<file path="config.mk">
export PLATFORM = sky130hd
export DESIGN_NAME = round_sequencer
export DESIGN_NICKNAME = d
export VERILOG_FILES = /design/src/rtl/round_sequencer.sv
export SDC_FILE = /design/constraint.sdc
export NUM_CORES = 1
export LEC_CHECK = 0
export ABC_AREA = 1
export CAP_MARGIN = 10
export CORE_MARGIN = 8
export CORE_UTILIZATION = 52
export CTS_BUF_LIST = sky130_fd_sc_hd__clkbuf_8 sky130_fd_sc_hd__clkbuf_16
export CTS_CLUSTER_DIAMETER = 100
export CTS_CLUSTER_SIZE = 24
export DETAILED_ROUTE_END_ITERATION = 10
export HOLD_SLACK_MARGIN = 0.15
export PLACE_DENSITY = 0.76
export SYNTH_ARGS = -nofsm -noshare
export SYNTH_HDL_FRONTEND = slang
export SYNTH_SLANG_ARGS = --single-unit
</file>
<file path="constraint.sdc">
create_clock -name clk -period 2.2 [get_ports clk]
set_input_delay 0.33 -clock clk [delete_from_list [all_inputs] [get_ports clk]]
set_output_delay 0.33 -clock clk [all_outputs]
set_load 0.05 [all_outputs]
</file>
<file path="src/rtl/round_sequencer.sv">
`default_nettype none
// ============================================================================
//  Module      : round_sequencer
//  Description : Plays one round of the memory game on the LEDs, then checks
//                the player's button presses against the stored sequence.
//  Revision    : 1.0  initial release
// ============================================================================
module round_sequencer #(
   parameter int MAX_LEN     = 16,
   parameter int IDX_W       = 4,
   parameter int TICK_CYC    = 4,
   parameter int TIMEOUT_CYC = 64
) (
   input  logic             clk,
   input  logic             rst,
   input  logic             start_round,
   input  logic [IDX_W:0]   round_len,
   input  logic [1:0]       speed,
   output logic             mem_rd,
   output logic [IDX_W-1:0] mem_addr,
   input  logic [1:0]       mem_data,
   output logic             led_en,
   output logic [1:0]       led_color,
   input  logic             btn_valid,
   input  logic [1:0]       btn_code,
   output logic             busy,
   output logic             round_pass,
   output logic             round_fail
);

   localparam int TMR_W = $clog2(4 * TICK_CYC + 1);
   localparam int TO_W  = $clog2(TIMEOUT_CYC + 1);

   localparam logic [TMR_W-1:0] GAP_LOAD   = TMR_W'(TICK_CYC - 1);
   localparam logic [TO_W-1:0]  TO_LAST    = TO_W'(TIMEOUT_CYC - 1);
   localparam logic [IDX_W:0]   LEN_MAX    = (IDX_W+1)'(MAX_LEN);

   localparam logic [3:0] S_IDLE     = 4'd0;
   localparam logic [3:0] S_FETCH    = 4'd1;
   localparam logic [3:0] S_LATCH    = 4'd2;
   localparam logic [3:0] S_SHOW     = 4'd3;
   localparam logic [3:0] S_GAP      = 4'd4;
   localparam logic [3:0] S_READ_EXP = 4'd5;
   localparam logic [3:0] S_LOAD_EXP = 4'd6;
   localparam logic [3:0] S_LISTEN   = 4'd7;
   localparam logic [3:0] S_PASS     = 4'd8;
   localparam logic [3:0] S_FAIL     = 4'd9;

   logic [3:0]       state;
   logic [3:0]       state_nxt;
   logic [IDX_W:0]   len;
   logic [IDX_W:0]   len_clamped;
   logic [1:0]       spd;
   logic [IDX_W-1:0] idx;
   logic [TMR_W-1:0] tmr;
   logic [TMR_W-1:0] on_load;
   logic [TO_W-1:0]  to_cnt;
   logic [1:0]       expected;
   logic             start_ok;
   logic             last_item;
   logic             tmr_done;
   logic             to_expired;
   logic             btn_match;

   assign start_ok    = start_round && (round_len != '0);
   assign len_clamped = (round_len > LEN_MAX) ? LEN_MAX : round_len;
   assign last_item   = ({1'b0, idx} == (len - (IDX_W+1)'(1)));
   assign tmr_done    = (tmr == '0);
   assign to_expired  = (to_cnt == TO_LAST);
   assign btn_match   = (btn_code == expected);
   // Timer is loaded with duration-1 so it reaches zero on the last cycle.
   assign on_load     = TMR_W'((4 - int'(spd)) * TICK_CYC - 1);

   always_ff @(posedge clk) begin
      if (!rst) begin
         state <= S_IDLE;
      end else begin
         state <= state_nxt;
      end
   end

   always_comb begin
      state_nxt = state;
      case (state)
         S_IDLE:     if (start_ok) state_nxt = S_FETCH;
         S_FETCH:    state_nxt = S_LATCH;
         S_LATCH:    state_nxt = S_SHOW;
         S_SHOW:     if (tmr_done) state_nxt = S_GAP;
         S_GAP:      if (tmr_done) state_nxt = last_item ? S_READ_EXP : S_FETCH;
         S_READ_EXP: state_nxt = S_LOAD_EXP;
         S_LOAD_EXP: state_nxt = S_LISTEN;
         S_LISTEN: begin
            // A press on the expiring cycle takes priority over the timeout.
            if (btn_valid) begin
               if (!btn_match)     state_nxt = S_FAIL;
               else if (last_item) state_nxt = S_PASS;
               else                state_nxt = S_READ_EXP;
            end else if (to_expired) begin
               state_nxt = S_FAIL;
            end
         end
         S_PASS:     state_nxt = S_IDLE;
         S_FAIL:     state_nxt = S_IDLE;
         default:    state_nxt = S_IDLE;
      endcase
   end

   always_ff @(posedge clk) begin
      if (!rst) begin
         idx       <= '0;
         len       <= '0;
         spd       <= '0;
         tmr       <= '0;
         to_cnt    <= '0;
         expected  <= '0;
         led_color <= '0;
      end else begin
         case (state)
            S_IDLE: begin
               if (start_ok) begin
                  idx <= '0;
                  len <= len_clamped;
                  spd <= speed;
               end
            end
            S_LATCH: begin
               led_color <= mem_data;
               tmr       <= on_load;
            end
            S_SHOW: begin
               tmr <= tmr_done ? GAP_LOAD : (tmr - TMR_W'(1));
            end
            S_GAP: begin
               if (!tmr_done) begin
                  tmr <= tmr - TMR_W'(1);
               end else if (last_item) begin
                  idx <= '0;
               end else begin
                  idx <= idx + IDX_W'(1);
               end
            end
            S_LOAD_EXP: begin
               expected <= mem_data;
               to_cnt   <= '0;
            end
            S_LISTEN: begin
               if (btn_valid && btn_match && !last_item) idx <= idx + IDX_W'(1);
               if (!to_expired) to_cnt <= to_cnt + TO_W'(1);
            end
            default: ;
         endcase
      end
   end

   always_comb begin
      mem_rd     = (state == S_FETCH) || (state == S_READ_EXP);
      mem_addr   = idx;
      led_en     = (state == S_SHOW);
      busy       = (state != S_IDLE) && (state != S_PASS) && (state != S_FAIL);
      round_pass = (state == S_PASS);
      round_fail = (state == S_FAIL);
   end

endmodule
`default_nettype wire
</file>
==> run metrics <==
power per standard cell area=690 mW/mm^2; GRT Overall Usage=0.149; IO buf count=25; clk_skew=0.00635 ns; EDFF count, synth=0; drt drc=0; die width=75.8 microns; largest net degree at the start of global routing=16; fmax=526 MHz; initial antenna violation count=0; clk_lat worst skew=0.28 ns; critical path cell sequence=clkdlybuf4s50_1; via/cell ratio=4.88; Clk pin slew, worst setup/hold paths=0.07 ns; Post-DP HPWL=3.02 mm; Via Count=1726; Max Cap Viol=0; overall die height=75.8 microns; drt pass-1 iters=4; gp weighted congestion=0.817; CP max stage delay=0.85 ns; Async S/R FF share, synth=0; Synth Register Bits=31; wirelength, routed=3.96 mm; Area Growth Syn to Fin=20.5%; ys flop type=dfxtp_1; startpoint types=flop; Max FO, Critical Path=6; die area=0.00574 sq mm; Tmin final=1.90 ns; placed inst area=0.00216 sq mm; CP top delay family=buffers and inverters; share of cells above drive strength 1=0.153; Max rail drop VDD=0.432 mV; total CTS buffers=5; Buffers & Inverters on Critical Path=1; global-route wire length before repair=6.60 mm; clk root buf=clkbuf_8; post-synthesis sequential area ratio=0.334; final hold vios=0; unrepaired setup endpoints after global routing=no; slowest CP cell=clkdlybuf4s50_1; diode count=0; # IOs=26; Cells after Synth=276; vias in the first global route=1564; Avg Cell Area, Syn=6.73 sq um; Yosys top cell area share=0.334; Initial Util=0.548; Avg WL per Cell=11.2 microns; Worst Hold Class=flop to flop; arrival time worst endpoint=1.57 ns; Final TNS setup=0 ns; final worst-path cycle share=0.865; Rows=21; Sink Count=31; Core ar.=0.00339 sq mm; relative slew slack=0.660; area leader, netlist=dfxtp_1; Worst-Margin Slew=0.510 ns; gr ovfl total=0; final slew viol count=0; CTS tree=yes; nets=326; CTS Buffer Depth=2; Final setup viols=0; Net Count, Synth=295; WS Path Type=flop to primary output; Post-Layout Inst Area=0.00224 sq mm; H-Tree Level Count=2; antenna viol nets, final=0; Area contributors post-synth=dfxtp_1 33%, nand2_1 14%, nor2_1 7.3%; Yosys cell types=34; leakage power=1.08 nW; Initial DRC Count=101; Critical Path RT=1.87 ns; endpoint type of the worst setup path=primary output; Yosys warnings=0; synthesized area=0.00186 sq mm; run status=complete, no violations
-- final timing paths --
| check | from | to | slack [ns] | cells after the start |
|---|---|---|---|---|
| max | mem_addr[1] | mem_addr[1] | 0.30 | 1 |
| max reg2reg | len[0] | mem_addr[3] | 0.30 | 14 |
| min reg2reg | spd[0] | spd[0] | 0.46 | 2 |
| min | spd[0] | spd[0] | 0.46 | 2 |
-- Yosys cell counts, types with 4 or more instances --
| master | count |
|---|---|
| nor3_1 | 4 |
| o21ai_0 | 15 |
| ha_1 | 4 |
| inv_2 | 12 |
| a21oi_1 | 15 |
| dfxtp_1 | 31 |
| nor2_1 | 36 |
| nand2_2 | 5 |
| xor2_1 | 5 |
| nand3_1 | 16 |
| nor2_2 | 6 |
| nand2_1 | 69 |
| inv_1 | 29 |
-- worst min-delay path, cell delays in order, from the launching register on --
cell and delay (ns):
dfxtp_1 0.30, inv_1 0.06, a21oi_1 0.05
-- report_power, final --
group,internal (W),switching [W]
combinational,0.000174,0.000299
sequential,0.000603,0.0000406
clock,0.000213,0.000218
total,0.000989,0.000557
-- sequential cells by signal, summed over array words and instances (netlist names) --
signal     flops
expected       2
to_cnt         7
tmr            5
len            5
spd            2
state          4
led_color      2
mem_addr       4
-- logic make-up (layout without fill, tap and decap cells) --
family,count (synthesis),count (layout),share of synthesized area
fa+ha+maj,4,4,0.0269
flops,31,31,0.334
compound gates,40,40,0.122
simple gates,151,151,0.400
xor+xnor,6,6,0.0283
buf+inv,44,76,0.0889
-- per-layer routing --
layer,up-vias,routed length (microns),global-route usage
met5,-,0,0
met4,0,62,0.0576
met3,5,202,0.0539
met2,26,1730,0.244
met1,755,1970,0.172
li1,940,-,-
-- cell usage in the layout (no fill, tap or decap) --
cell             synthesis  routed
a2111o_1                 1       1
a211oi_1                 1       1
a21oi_1                 15      15
a21oi_2                  1       1
a221oi_1                 1       1
a31oi_1                  2       2
buf_4                    0       5
clkbuf_8                 0       5
clkdlybuf4s50_1          0      20
clkinv_1                 1       1
clkinv_2                 0       1
dfxtp_1                 31      31
dlymetal6s2s_1           0       1
ha_1                     4       4
inv_1                   29      31
inv_2                   12      12
nand2_1                 69      69
nand2_2                  5       5
nand2_4                  3       3
nand3_1                 16      16
nand3_2                  1       1
nand4_1                  2       2
nand4_4                  1       1
nor2_1                  36      36
nor2_2                   6       6
nor2_4                   2       2
nor2_8                   2       2
nor3_1                   4       4
nor3_2                   1       1
nor3_4                   1       1
nor3b_1                  1       1
o211a_1                  1       1
o21ai_0                 15      15
o21ai_1                  2       2
o31ai_1                  1       1
or2_2                    1       1
xnor2_1                  1       1
xor2_1                   5       5
-- through the flow --
stage / hold slack, ns / instances / util / power, W / setup WS (ns)
2_1_floorplan: 0.430 / 276 / - / 0.00100 / 0.482
3_3_place_gp: 0.452 / 346 / 0.636 / 0.00112 / 0.364
3_5_place_dp: 0.454 / 346 / 0.636 / 0.00113 / 0.311
4_1_cts: 0.465 / 354 / 0.660 / 0.00156 / 0.0967
5_1_grt: 0.490 / 354 / 0.661 / 0.00164 / 0.107
6_report: 0.458 / 354 / 0.661 / 0.00155 / 0.298
-- area by class of cell --
| type | count | area [sq um] |
|---|---|---|
| timing repair buffer | 26 | 250 |
| clock inverter | 3 | 12.5 |
| clock buffer | 5 | 68.8 |
| multi-input combinational | 201 | 1070 |
| sequential | 31 | 621 |
| inverter | 42 | 158 |
| tap | 46 | 57.6 |
| fill | 292 | 1150 |
-- repair_timing --
item	in CTS	in global routing
hold buffers	0	0
buffers inserted	0	0
gates resized for setup	0	1
endpoints found under the setup margin	0	1
endpoints found under the hold margin	0	0
Power figures use the tool's default switching activity.
